## src/rtl/hamming74_serial_decoder.sv

```systemverilog
// hamming74_serial_decoder: frames a serial Hamming(7,4) stream, corrects single-bit errors, emits data nibbles.
// Optional corrected-word counter enabled by defining HAM_ERR_CNT_EN.
module hamming74_serial_decoder #(
    parameter int GAP_TIMEOUT = 16,
    parameter int CNT_W       = 16
) (
    input  logic             CLK,
    input  logic             RESET,
    input  logic             DATA_IN,
    input  logic             DATA_IN_VALID,
    output logic [3:0]       DATA_OUT,
    output logic             DATA_OUT_VALID,
    output logic             CORRECTED,
    output logic [2:0]       SYNDROME,
    output logic [CNT_W-1:0] ERR_COUNT
);
    localparam int GW = GAP_TIMEOUT > 1 ? $clog2(GAP_TIMEOUT) : 1;
    typedef enum logic {IDLE, COLLECT} state_t;
    state_t state, state_n;
    logic [2:0] cnt, cnt_n, syn;
    logic [6:0] sr, sr_n, word;
    logic [GW-1:0] gap, gap_n;
    logic [3:0] data;
    logic done;
    // word[0] holds position 1 once the 7th bit is shifted in from the top
    always_comb begin
        state_n = state;
        cnt_n = cnt;
        sr_n = sr;
        gap_n = gap;
        done = 1'b0;
        word = {DATA_IN, sr[6:1]};
        if (DATA_IN_VALID) begin
            sr_n = word;
            gap_n = '0;
            done = cnt == 3'd6;
            cnt_n = done ? 3'd0 : cnt + 3'd1;
            state_n = done ? IDLE : COLLECT;
        end else if (state == COLLECT) begin
            gap_n = gap + 1'b1;
            if (GAP_TIMEOUT != 0 && gap == GW'(GAP_TIMEOUT - 1)) begin
                state_n = IDLE;
                cnt_n = 3'd0;
                gap_n = '0;
                sr_n = '0;
            end
        end
        syn = {word[3] ^ word[4] ^ word[5] ^ word[6],
               word[1] ^ word[2] ^ word[5] ^ word[6],
               word[0] ^ word[2] ^ word[4] ^ word[6]};
        data = {word[6], word[5], word[4], word[2]} ^ {syn == 3'd7, syn == 3'd6, syn == 3'd5, syn == 3'd3};
    end
    always_ff @(posedge CLK) begin
        if (RESET) begin
            state <= IDLE;
            cnt <= '0;
            sr <= '0;
            gap <= '0;
            DATA_OUT <= '0;
            DATA_OUT_VALID <= 1'b0;
            CORRECTED <= 1'b0;
            SYNDROME <= '0;
        end else begin
            state <= state_n;
            cnt <= cnt_n;
            sr <= sr_n;
            gap <= gap_n;
            DATA_OUT_VALID <= done;
            CORRECTED <= done && syn != 3'd0;
            if (done) begin
                DATA_OUT <= data;
                SYNDROME <= syn;
            end
        end
    end
`ifdef HAM_ERR_CNT_EN
    always_ff @(posedge CLK) begin
        if (RESET)
            ERR_COUNT <= '0;
        else if (done && syn != 3'd0 && ERR_COUNT != '1)
            ERR_COUNT <= ERR_COUNT + CNT_W'(1);
    end
`else
    assign ERR_COUNT = '0;
`endif
endmodule

```

## config.mk

```make
export PLATFORM = sky130hd
export DESIGN_NAME = hamming74_serial_decoder
export DESIGN_NICKNAME = d
export VERILOG_FILES = /design/src/rtl/hamming74_serial_decoder.sv
export SDC_FILE = /design/constraint.sdc
export NUM_CORES = 1
export LEC_CHECK = 0
export CAP_MARGIN = 20
export CORE_ASPECT_RATIO = 0.7
export CORE_MARGIN = 2
export CORE_UTILIZATION = 48
export DETAILED_ROUTE_END_ITERATION = 10
export GPL_TIMING_DRIVEN = 0
export PLACE_DENSITY_LB_ADDON = 0.1
export SLEW_MARGIN = 20
export SYNTH_ARGS = -nofsm -noshare
export SYNTH_HDL_FRONTEND = slang
export SYNTH_SLANG_ARGS = --single-unit
```

## constraint.sdc

```tcl
create_clock -name CLK -period 2 [get_ports CLK]
set_input_delay 0.2 -clock CLK [delete_from_list [all_inputs] [get_ports CLK]]
set_output_delay 0.2 -clock CLK [all_outputs]
set_load 0.03 [all_outputs]
```

==> out/results.tsv <==
stage	metric	value	unit
critical_path	critPathTopFamily	buffers and inverters	
synth	synth.area.top_cells	dfxtp_1 (39%), buf_4 (10%), xnor2_1 (5.9%), nor2_1 (4.1%), a22o_1 (3.7%)	
final_layout	drive_gt1_share	17.3	%
floorplanning	coreArea	2400	um^2
placed_design	io_buffer_count	11	
synth	synthFlopType	dfxtp_1	
global_routing	antenna_found_initial	0	
placed_design	placed_cell_area	1400	um^2
timing	rsz0062_at_grt	false	
timing	fin_crit	1630	ps
final_layout	syn2layout_area_growth	19.7	%
routing	first_iter_violations	23	
final_layout	instances_no_fill	196	
clock_tree	numCtsBuffers	3	
pwr	p_per_area	590	nW/um^2
routing	drc_errors	0	
critical_path	worst-path-max-fanout	10	
final_layout	fin_nets	168	
critical_path	max_stage_delay	520	ps
timing	final-hold-violation-count	0	
final_layout	design_area	1430	um^2
synth	synth_common_cells	dfxtp_1 (23), buf_4 (16), nor2_1 (13), xnor2_1 (8), nor3_1 (7)	
placed_design	gp_congestion	0.805	
critical_path	cpMostUsedCell	nor2_1	
routing	via_count	933	
synth	synthDistinctLibCells	35	
critical_path	crit_slowest_cell	clkdlybuf4s50_1	
clock_tree	postCtsSetupRepairBufs	0	
critical_path	cp-start-kind	input pin	
clock_tree	cts_resized	0	
timing	hold_ws	306	ps
synth	yosysMostFrequentCell	dfxtp_1	
routing	drt_pre_antenna_iters	5	
floorplanning	start_util	49.7	%
floorplanning	die_area	2910	um^2
routing	wl_per_cell	11.0	um
pwr	fin_total_pwr	0.844	mW
timing	drv_slew	0	
floorplanning	io_pins	29	
global_routing	grt_max_degree	13	
clock_tree	cts_buffer_depth	2	
routing	drtAntennaViolNets	0	
final_layout	diodes	0	
critical_path	required	2240	ps
synth	synth_area	1190	um^2
placed_design	dp_hpwl	1660	um
placed_design	dpl_worst_slack	17.5	ps
critical_path	crit_chain	clkdlybuf4s50_1, nor2b_1, inv_1, nor2_1, buf_2, nor2_1, a211oi_1	
synth	synth_top_cell_area_share	38.5	%
floorplanning	fp.dieH	45.7	um
clock_tree	clk_latency	310	ps
global_routing	grt_pass1_vias	836	
timing	finalCritPeriodShare	81.5	%
placed_design	dp_cells	192	
synth	yosys_warnings	0	
timing	fmax	614	MHz
worst_hold_path	hold_class	in2reg	
global_routing	grt_first_pass_wirelength	3590	um
clock_tree	cts.sinks	23	
synth	yosys.area.top_type	dfxtp_1	
final_layout	fin_util	59.5	%
floorplanning	std_cell_rows	15	
synth	netlist_instances	132	
synth	syn_area_per_cell	9.05	um^2
timing	fin_tns_setup	0	ps
timing	setup_violations	0	
timing	tightest_slew	523	ps
pwr	p_leak	0.576	nW
status	outcome	finished, final reports clean	
routing	vias_per_cell	4.76	
synth	synth_edf_count	0	
synth	synth-seq-area-share	38.5	%
critical_path	end_kind	flip-flop	
job	maxCapViolations	0	
synth	synth-async-reset-ratio	0	%
final_layout	fill_cells	238	
clock_tree	h-tree-depth	1	
clock_tree	cts_hold_buffers	0	
timing	fin_ws	370	ps
synth	ys_ff_latch	23	
critical_path	crit_buf_inv	3	
global_routing	overflow	0	
timing	relSlewSlack	64.9	%
critical_path	crit_arrival	1870	ps
floorplanning	die_w	63.6	um
critical_path	path_class	in2reg	
routing	wl	2150	um
timing	skew	15.9	ps
global_routing	track_usage	16.2	%
clock_tree	clk_transition_reported_paths	140	ps
clock_tree	cts_tree	done	
clock_tree	clock-root-buffer	clkbuf_4	
pwr	vdd_drop_max	0.000380	V
cells by family (layout without fill, tap and decap cells):
family / after synthesis / count (layout) / share of synthesized area [%]
muxes: 1 / 1 / 0.838
other: 1 / 16 / 0.314
AOI/OAI and AO/OA: 26 / 26 / 16.0
DFF: 23 / 23 / 38.5
adders and majority gates: 1 / 1 / 1.05
and+or+nand+nor: 40 / 40 / 16.0
buffers and inverters: 25 / 40 / 14.3
xor gates and xnor gates: 15 / 15 / 12.9
state kept, by name (all words and copies together) (netlist names):
| register | count |
|---|---|
| CORRECTED | 1 |
| DATA_OUT | 4 |
| DATA_OUT_VALID | 1 |
| SYNDROME | 3 |
| cnt | 3 |
| gap | 4 |
| sr | 6 |
| state | 1 |
worst paths after layout:
path | startpoint | endpoint | slack (ps) | depth (start not counted)
setup / recovery | DATA_IN_VALID | SYNDROME[2] | 370 | 7
hold / removal | RESET | SYNDROME[1] | 310 | 2
setup reg to reg | sr[5] | DATA_OUT[1] | 390 | 6
hold reg to reg | SYNDROME[0] | SYNDROME[0] | 510 | 2
final cells by class:
type,count,area [um^2],share of cell area (%)
clock buffers,4,26.3,1.84
well taps,34,42.5,2.97
plain buffers,23,164,11.5
multi-input cells,99,619,43.3
inverters,2,7.51,0.525
repair buffers,11,110,7.70
flip-flops and latches,23,460,32.2
power breakdown:
group,leakage [nW],internal (mW),switching [mW]
Clock,0.0150,0.0779,0.139
Combinational,0.375,0.0596,0.0936
Sequential,0.186,0.466,0.00756
Total,0.576,0.603,0.241
routing by layer:
| metal | part of all wire [%] | global-route usage (%) | up-vias |
|---|---|---|---|
| met3 | 6.9 | 5.45 | 2 |
| met4 | 0.51 | 3.91 | 0 |
| met2 | 44 | 28.6 | 35 |
| li1 | - | - | 488 |
| met5 | 0 | 0 | - |
| met1 | 49 | 19.4 | 408 |
worst register-to-register path, delay by kind of cell, from the launching register on:
family          cells  cell delay, ps
buf+inv             1             160
compound gates      2             370
flops               1             310
xor+xnor            3             720
cell usage in the layout (no fill, tap or decap), drive strengths merged, types with 5 or more instances in the layout:
cell and count:
a211oi 6, a21oi 5, a22o 5, buf 21, clkbuf 6, clkdlybuf4s50 11
conb 16, dfxtp 23, nand2 6, nor2 13, nor3 7, o21ai 5
xnor2 8, xor2 6
Note: power is estimated with default switching activity, not from simulation.
